`config.mk`:
```
export PLATFORM = sky130hd
export DESIGN_NAME = qos_scheduler
export DESIGN_NICKNAME = d
export VERILOG_FILES = /design/src/rtl/qos_pkg.sv /design/src/rtl/qos_scheduler_rr_pick.sv /design/src/rtl/qos_scheduler.sv
export SDC_FILE = /design/constraint.sdc
export NUM_CORES = 1
export LEC_CHECK = 0
export BUFFER_PORTS_ARGS = -buffer_cell sky130_fd_sc_hd__buf_4
export CAP_MARGIN = 15
export CORE_MARGIN = 1.5
export CORE_UTILIZATION = 40
export CTS_BUF_LIST = sky130_fd_sc_hd__clkbuf_2 sky130_fd_sc_hd__clkbuf_4 sky130_fd_sc_hd__clkbuf_8
export CTS_CLUSTER_DIAMETER = 40
export DETAILED_ROUTE_END_ITERATION = 16
export GPL_TIMING_DRIVEN = 0
export PLACE_DENSITY = 0.67
export SLEW_MARGIN = 5
export SYNTH_ARGS = -nofsm -noshare
export SYNTH_HDL_FRONTEND = slang
export SYNTH_HIERARCHICAL = 1
export SYNTH_SLANG_ARGS = --single-unit
```
`constraint.sdc`:
```
create_clock -name clock -period 11.8 [get_ports clock]
set_clock_uncertainty 0.1 [all_clocks]
set_input_delay 0.59 -clock clock [delete_from_list [all_inputs] [get_ports clock]]
set_output_delay 0.59 -clock clock [all_outputs]
set_load 0.005 [all_outputs]
```
`src/rtl/qos_pkg.sv`:
```
// ---------------------------------------------------------------------------
// qos_pkg
// Shared constants and types for the QoS scheduler slice.
//   NUM_Q    : number of input queues served by the scheduler
//   QID_W    : width of a queue index
//   CREDIT_W : width of one per-queue weighted round-robin credit counter
//   state_t  : scheduler FSM states (IDLE waits for a slot, SERVE holds a word)
//   oneHot() : queue index to one-hot pop vector
// ---------------------------------------------------------------------------
package qos_pkg;

   localparam int NUM_Q    = 4;
   localparam int QID_W    = 2;
   localparam int CREDIT_W = 4;

   typedef enum logic {
      IDLE  = 1'b0,
      SERVE = 1'b1
   } state_t;

   function automatic logic [NUM_Q-1:0] oneHot(input logic [QID_W-1:0] idx);
      return NUM_Q'(1) << idx;
   endfunction

endpackage

```
`src/rtl/qos_scheduler_rr_pick.sv`:
```
// ---------------------------------------------------------------------------
// rr_pick
// Combinational rotating priority encoder. Starting at i_ptr and searching
// upward with wrap, returns the first set bit of i_req.
//   i_req   : request vector, one bit per queue
//   i_ptr   : index where the search starts (highest priority this cycle)
//   o_idx   : index of the winning request (0 when nothing is requested)
//   o_found : high when any request bit is set
// ---------------------------------------------------------------------------
module rr_pick
   import qos_pkg::*;
(
   input  logic [NUM_Q-1:0] i_req,
   input  logic [QID_W-1:0] i_ptr,
   output logic [QID_W-1:0] o_idx,
   output logic             o_found
);

   // Walk the candidates in priority order; the first hit locks the result.
   always_comb begin
      logic [QID_W-1:0] cand;
      cand    = '0;
      o_idx   = '0;
      o_found = 1'b0;
      for (int k = 0; k < NUM_Q; k++) begin
         cand = i_ptr + QID_W'(k);
         if (!o_found && i_req[cand]) begin
            o_idx   = cand;
            o_found = 1'b1;
         end
      end
   end

endmodule

```
`src/rtl/qos_scheduler.sv`:
```
// ---------------------------------------------------------------------------
// qos_scheduler
// Weighted round-robin scheduler for four show-ahead queues. One service slot
// opens every TICK_DIV clocks; in a slot the scheduler pops one queue head,
// registers it on the output and holds it until the consumer accepts it.
//
// Ports
//   clock     : sole clock, rising edge
//   reset_n   : asynchronous active-low reset
//   req       : bit q high = queue q has a valid head word
//   q_data    : head word of queue q on bits [q*DATA_W +: DATA_W]
//   deq       : one-hot, one-clock pop strobe to the granted queue
//   out_valid : out_data/out_qid hold a served word
//   out_data  : served word
//   out_qid   : queue that supplied out_data
//   out_ready : consumer accepts the word when high together with out_valid
//
// Build option
//   QOS_STRICT_PRIO_EN : when defined, the lowest-index requesting queue always
//                        wins and credits / rr pointer stay at reset values.
// ---------------------------------------------------------------------------
module qos_scheduler
   import qos_pkg::*;
#(
   parameter int DATA_W   = 8,
   parameter int TICK_DIV = 4,
   parameter int W0       = 4,
   parameter int W1       = 3,
   parameter int W2       = 2,
   parameter int W3       = 1
)(
   input  logic                    clock,
   input  logic                    reset_n,
   input  logic [NUM_Q-1:0]        req,
   input  logic [NUM_Q*DATA_W-1:0] q_data,
   output logic [NUM_Q-1:0]        deq,
   output logic                    out_valid,
   output logic [DATA_W-1:0]       out_data,
   output logic [QID_W-1:0]        out_qid,
   input  logic                    out_ready
);

   localparam int CNT_W = (TICK_DIV > 1) ? $clog2(TICK_DIV) : 1;
   localparam logic [CNT_W-1:0] TICK_LAST = CNT_W'(TICK_DIV - 1);
   localparam logic [NUM_Q*CREDIT_W-1:0] WEIGHTS =
      {CREDIT_W'(W3), CREDIT_W'(W2), CREDIT_W'(W1), CREDIT_W'(W0)};

   function automatic logic [CREDIT_W-1:0] weightOf(input logic [QID_W-1:0] q);
      return WEIGHTS[q*CREDIT_W +: CREDIT_W];
   endfunction

   state_t                r_state;
   state_t                w_nextState;
   logic [CNT_W-1:0]      r_tickCnt;
   logic [QID_W-1:0]      r_rrPtr;
   logic [CREDIT_W-1:0]   r_credit [NUM_Q];
   logic [NUM_Q-1:0]      r_deq;
   logic                  r_outValid;
   logic [DATA_W-1:0]     r_outData;
   logic [QID_W-1:0]      r_outQid;

   logic                  w_tick;
   logic                  w_grant;
   logic [NUM_Q-1:0]      w_pickReq;
   logic [QID_W-1:0]      w_pickPtr;
   logic [QID_W-1:0]      w_pickIdx;
   logic                  w_pickFound;

   // Free-running slot counter; it keeps counting while a word is held.
   always_ff @(posedge clock or negedge reset_n) begin
      if (!reset_n) begin
         r_tickCnt <= '0;
      end else if (r_tickCnt == TICK_LAST) begin
         r_tickCnt <= '0;
      end else begin
         r_tickCnt <= r_tickCnt + CNT_W'(1);
      end
   end

   assign w_tick = (r_tickCnt == TICK_LAST);

`ifdef QOS_STRICT_PRIO_EN
   assign w_pickReq = req;
   assign w_pickPtr = '0;
`else
   logic [NUM_Q-1:0] w_elig;
   logic             w_eligEmpty;

   // Queues that still have credit this round; when none do, the round is
   // over and the pick falls back to raw requests while credits reload.
   always_comb begin
      w_elig = '0;
      for (int q = 0; q < NUM_Q; q++) begin
         w_elig[q] = req[q] && (r_credit[q] != '0);
      end
   end

   assign w_eligEmpty = (w_elig == '0);
   assign w_pickReq   = w_eligEmpty ? req : w_elig;
   assign w_pickPtr   = r_rrPtr;
`endif

   rr_pick u_pick (
      .i_req   (w_pickReq),
      .i_ptr   (w_pickPtr),
      .o_idx   (w_pickIdx),
      .o_found (w_pickFound)
   );

   always_ff @(posedge clock or negedge reset_n) begin
      if (!reset_n) begin
         r_state <= IDLE;
      end else begin
         r_state <= w_nextState;
      end
   end

   // A grant needs an open slot and at least one request; a held word is
   // released only by the consumer, and slots are ignored meanwhile.
   always_comb begin
      w_nextState = r_state;
      w_grant     = 1'b0;
      case (r_state)
         IDLE: begin
            if (w_tick && w_pickFound) begin
               w_grant     = 1'b1;
               w_nextState = SERVE;
            end
         end
         SERVE: begin
            if (out_ready) begin
               w_nextState = IDLE;
            end
         end
         default: w_nextState = IDLE;
      endcase
   end

   // Output register: capture the granted head and pop the queue for a single
   // clock; the captured word stays put until accepted.
   always_ff @(posedge clock or negedge reset_n) begin
      if (!reset_n) begin
         r_deq      <= '0;
         r_outValid <= 1'b0;
         r_outData  <= '0;
         r_outQid   <= '0;
      end else begin
         r_deq <= '0;
         if (w_grant) begin
            r_deq      <= oneHot(w_pickIdx);
            r_outValid <= 1'b1;
            r_outData  <= q_data[w_pickIdx*DATA_W +: DATA_W];
            r_outQid   <= w_pickIdx;
         end else if ((r_state == SERVE) && out_ready) begin
            r_outValid <= 1'b0;
         end
      end
   end

   // Credit and rotation bookkeeping. On a reload grant the winner starts the
   // new round already charged for this grant.
   always_ff @(posedge clock or negedge reset_n) begin
      if (!reset_n) begin
         r_rrPtr <= '0;
         for (int q = 0; q < NUM_Q; q++) begin
            r_credit[q] <= weightOf(QID_W'(q));
         end
      end else begin
`ifdef QOS_STRICT_PRIO_EN
         r_rrPtr <= r_rrPtr;
         for (int q = 0; q < NUM_Q; q++) begin
            r_credit[q] <= r_credit[q];
         end
`else
         if (w_grant) begin
            r_rrPtr <= w_pickIdx + QID_W'(1);
            if (w_eligEmpty) begin
               for (int q = 0; q < NUM_Q; q++) begin
                  r_credit[q] <= weightOf(QID_W'(q));
               end
               r_credit[w_pickIdx] <= weightOf(w_pickIdx) - CREDIT_W'(1);
            end else begin
               r_credit[w_pickIdx] <= r_credit[w_pickIdx] - CREDIT_W'(1);
            end
         end
`endif
      end
   end

   assign deq       = r_deq;
   assign out_valid = r_outValid;
   assign out_data  = r_outData;
   assign out_qid   = r_outQid;

endmodule

```
# After elaboration in Yosys (flattened, before gate mapping)
# Cells that the tools add are included.
# word_totals
output_inout_bits	15
elab_cells	84
inputBits	39
ff_bits	36
# op_classes
n_reduce_logical	19
n_addsub	7
bitwise	5
eq_ne	1
n_lt_le_gt_ge	6
n_mux	32
shift	3
# op_table
operator	n
variable part select 32 x 6 -> 8 bit	1
2-to-1 mux 4 bit	5
bitwise mux 16 bit	1
2-to-1 mux 16 bit	1
nonzero test 4 bit	4
variable part select 16 x 5 -> 4 bit (first input constant)	1
2-to-1 mux 1 bit	13
less-than comparator 2 x 3 -> 1 bit (second input constant)	4
AND 11 bit	1
logical AND 1 bit	10
2-to-1 mux 2 bit	5
binary-select mux 1 bit (select 2 bit)	4
binary-select mux 4 bit (select 2 bit)	1
demux 4 bit (select 2 bit)	1
subtractor 4 x 1 -> 4 bit (second input constant)	2
adder 2 x 1 -> 2 bit (second input constant)	3
inverter 5 bit	1
bitwise OR 5 bit	1
adder 2 bit (second input constant)	2
logical NOT 4 bit	1
<< shifter 1 x 2 -> 4 bit (first input constant)	1
>= comparator 3 bit (second input constant)	1
logical NOT 1 bit	3
less-than comparator 3 x 1 -> 1 bit (second input constant)	1
other kinds (5)	5

# Depth between registers and ports, before layout
# logic_depth
word_depth	24
mapped_depth	15
mapped_depth_nobuf	12

# By module
# The synthesis kept the hierarchy.
# by_module_without_submodules
mod	instances	area_per_inst_um2	cells_each	seq_area_each_um2
qos_scheduler	1	1995.7	177	907.1
rr_pick	1	77.6	15	0.0

# Worst setup path before layout
# Ideal clock, no wire load.
# synth_path
path_kind	register to register
start	register r_credit[4] (netlist bit)
end	register r_credit[1] (netlist bit)
required_ns	11.578
slack_ns	7.082
path_stages_with_launch	16
arrival_ns	4.496
setup_ns	0.122
synth_period_minus_slack_ns	4.718
path_buffers	4
cell_sequence	dfrtp_1 o41a_1 or4_1 buf_2 buf_6 a21boi_0 inv_1 a221o_1 a21oi_1 clkbuf_1 buf_1 inv_1 ha_1 xor2_1 nand2_1 a32o_1
# synth_between
elab_chain_len	23
word_cells_on_any_way	44
classes_between	2 x add/sub; 2 x order compare; 1 x shift; 26 x mux; 2 x bitwise; 11 x reduce/logical
# synth_lines
element	line	source
start: declaration	qos_scheduler.sv:56	logic [CREDIT_W-1:0] r_credit [NUM_Q];
start signal: indexed assignment	qos_scheduler.sv:166	r_credit[q] <= weightOf(QID_W'(q));
start signal: indexed assignment	qos_scheduler.sv:179	r_credit[q] <= weightOf(QID_W'(q));
start signal: indexed assignment	qos_scheduler.sv:181	r_credit[w_pickIdx] <= weightOf(w_pickIdx) - CREDIT_W'(1);
nonzero test 4 bit (*)	qos_scheduler.sv:94	w_elig[q] = req[q] && (r_credit[q] != '0);
logical AND 1 bit (*)	qos_scheduler.sv:94	
logical NOT 4 bit (*)	qos_scheduler.sv:98	assign w_eligEmpty = (w_elig == '0);
2-to-1 mux 4 bit (*)	qos_scheduler.sv:99	assign w_pickReq = w_eligEmpty ? req : w_elig;
named net w_pickReq[1]	qos_scheduler.sv:64	logic [NUM_Q-1:0] w_pickReq;
binary-select mux 1 bit (select 2 bit)	qos_scheduler_rr_pick.sv:27	if (!o_found && i_req[cand]) begin
2-to-1 mux 1 bit (implied by the code)	qos_scheduler_rr_pick.sv:27	
2-to-1 mux 1 bit	qos_scheduler_rr_pick.sv:27	
[4 not listed]	-	
logical AND 1 bit	qos_scheduler_rr_pick.sv:27	
2-to-1 mux 1 bit	qos_scheduler_rr_pick.sv:27	
logical NOT 1 bit	qos_scheduler_rr_pick.sv:27	
logical AND 1 bit	qos_scheduler_rr_pick.sv:27	
2-to-1 mux 2 bit (*)	qos_scheduler_rr_pick.sv:27	
named net w_pickIdx[0]	qos_scheduler.sv:66	logic [QID_W-1:0] w_pickIdx;
parallel branches: the longest is 6 deep, another holds subtractor 4 x 1 -> 4 bit	-	
2-to-1 mux 16 bit (*)	qos_scheduler.sv:177	if (w_eligEmpty) begin
# Mark *: on every way through the listed nets, which the timed path passes. The select of a mux whose other input is x is not followed.
# A chain may end at the register's enable or synchronous reset.

# Final worst setup path
# layout_path
start	register r_credit[13] (netlist bit)
end	register r_credit[1] (netlist bit)
# The elaborated chain is that of the path after synthesis.

==> metrics.txt <==
crit-path cells o41a_1 > or4_1 > buf_2 > buf_6 > a21boi_0 > inv_1 > a221o_1 > a21oi_1 > clkbuf_1 > buf_1 > inv_1 > ha_1 > xor2_1 > nand2_1 > a32o_1; RSZ-0062 raised after global routing no; max-slew violations 0; peak supply drop 0.102 mV; clk buf depth 2; Crit-path slowest cell buf_1; ANT cells 0; MaxCap Viol Count 0; Cell Pwr Density 240 mW/mm^2; biggest area consumer among synthesized cells dfrtp_1; Starting Density 0.411; Max stage delay on crit path 0.59 ns; Post-synth top cells 37 x nand2_1, 31 x dfrtp_1, 18 x inv_1, 12 x mux4_2, 10 x ha_1; final estimated routing congestion in global placement 0.861; final worst path period share 0.464; CTS tree done; largest net degree at the start of global routing 37; DRT Pass-1 Iters 4; Worst-Skew Late Latency 0.29 ns; complex-gate fraction of the synthesized area 0.152; post_cts resized 0; vias per std cell 5.17; Static Leak 0.00127 uW; H-tree depth 2; DP Worst Slack 6.31 ns; clock root buffer clkbuf_8; routed len/inst 15.5 um; hold buffers post-CTS 0; power consumption 636 uW; Core Area 0.00504 sq mm; port bufs 53; Nets 301; CTS Sinks 36; die height 75.0 um; critical path's top delay family compound AO/OA/AOI/OAI gates; Synth cell types 38; worst-margin pin slew 0.819 ns; sequential area share after synthesis 0.438; Setup TNS 0 ns; dominant cells by area after synthesis dfrtp_1 37%, mux4_2 13%, nand2_1 6.7%; asr flop ratio synth 1.00; initial antenna violation count 0; synthesis-to-layout area growth 27.9%; post-synthesis mux area share 0.150; Finished Layout Cells 323; worst path bufs/invs 6; Max Fclk 183 MHz; Worst Path Max Fanout 10; Synth Area in Adders 0.0604; top cell type's share of synthesized area 0.374; mean area per synthesized cell 10.8 sq um; Hold Crit Class in2async; grt ovf 0; # setup viols final 0; Primary FF master, synth dfrtp_1; postcts setup bufs 0; most common cell in the netlist nand2_1; Finished Core Util 0.526; share of cells above drive strength 1 0.324; number of synthesized register bits 36; CP Capture Type flip-flop; number of global-route vias before repair 1587; Post-Syn Nets 241; YS warnings 6; die area 0.00562 sq mm; Placed Cells 315; CTS Buf Count 5; Post-Syn Area 0.00207 sq mm; Tmin final 5.47 ns; setup ws final 6.33 ns; IO Pins 54; Synth Area in XOR/XNOR 0.0127; via count 1671; CP Data Required Time 11.88 ns; DRT antenna net count 0; routed wire length 5010 um; gr usage total 0.185; Post-synth EDFFs 0; worst path arrival time 5.55 ns; Fin. Hold Viols 0; relative slew slack 0.454; first-pass GRT wire length 7620 um; crit start category flip-flop; DIE WIDTH 75.0 um; most frequent cell on the critical path inv_1; outcome complete, no violations; DP HPWL 3850 um; Synth Instances 192; iteration-0 DRC count of the detailed router 89; largest family of logic cells by synthesized area compound AO/OA/AOI/OAI gates; Crit Path Class reg2reg; DRC 0; row count 26; clock transition at the registers of the reported paths 0.07 ns; Simple-Gate Fraction of Synth Area 0.133
## final timing paths
check / from / end / slack (ns) / cells after the start
max reg2reg: r_credit[13]$_DFFE_PN0P_ / r_credit[1]$_DFFE_PN0P_ / 6.33 / 15
max: r_credit[13]$_DFFE_PN0P_ / r_credit[1]$_DFFE_PN0P_ / 6.33 / 15
min in group clock: r_tickCnt[0]$_DFF_PN0_ / r_tickCnt[0]$_DFF_PN0_ / 0.33 / 1
max in group asynchronous: reset_n / r_credit[14]$_DFFE_PN1P_ / 11.11 / 1
min reg2reg: r_tickCnt[0]$_DFF_PN0_ / r_tickCnt[0]$_DFF_PN0_ / 0.33 / 1
min: reset_n / out_data[1]$_DFFE_PN0P_ / 0.15 / 1
## cells by family (layout without fill, tap and decap cells)
| logic type | after synthesis | after routing |
|---|---|---|
| simple gates | 58 | 58 |
| compound gates | 41 | 41 |
| flops | 36 | 36 |
| buf+inv | 28 | 89 |
| mux | 16 | 16 |
| fa+ha+maj | 10 | 10 |
| xor+xnor | 3 | 3 |
## final cells by class
type | instances | area, sq um
Tap cell | 70 | 87.6
Timing Repair Buffer | 53 | 398
Multi-Input combinational cell | 128 | 1050
Fill cell | 452 | 2390
Inverter | 19 | 71.3
Buffer | 9 | 42.5
Sequential cell | 36 | 907
Clock buffer | 6 | 82.6
Clock inverter | 2 | 10.0
## state kept, by name, summed over array words and instances (netlist names)
name	flops
out_valid	1
r_rrPtr	2
r_credit	16
r_tickCnt	2
r_state	1
deq	4
out_qid	2
out_data	8
## metal layers
layer / track usage / vias up / share of wire
li1: - / 817 / -
met1: 0.251 / 812 / 0.44
met2: 0.303 / 38 / 0.51
met3: 0.0321 / 4 / 0.042
met4: 0.0586 / 0 / 0.0096
met5: 0 / - / 0
## per-stage QoR
stage          area, sq um  hold WS, ns
2_1_floorplan         2070        0.194
6_report              2650        0.145
3_3_place_gp          2560        0.313
3_5_place_dp          2560        0.323
4_1_cts               2650        0.159
5_1_grt               2650        0.176
## where the power goes
group / total, uW / switching [uW] / internal, uW
clock network: 90.6 / 44.1 / 46.6
registers: 214 / 40.8 / 173
logic: 332 / 173 / 159
## placed cells by master (no fill, tap or decap), types with 5 or more instances in the layout
cell type / instances
a21oi_1: 5
clkbuf_8: 6
inv_1: 18
ha_1: 10
dfstp_2: 5
dfrtp_1: 31
o21ai_0: 7
buf_4: 53
nand2_1: 37
mux4_2: 12
## worst register-to-register path, cell delays in order, from the launching register on
cell,delay [ns]
dfrtp_1,0.42
o41a_1,0.47
or4_1,0.53
buf_2,0.18
buf_6,0.15
a21boi_0,0.38
inv_1,0.12
a221o_1,0.36
a21oi_1,0.43
clkbuf_1,0.41
buf_1,0.59
inv_1,0.27
ha_1,0.41
xor2_1,0.19
nand2_1,0.07
a32o_1,0.28
No activity file was read; power rests on OpenSTA's default activity.
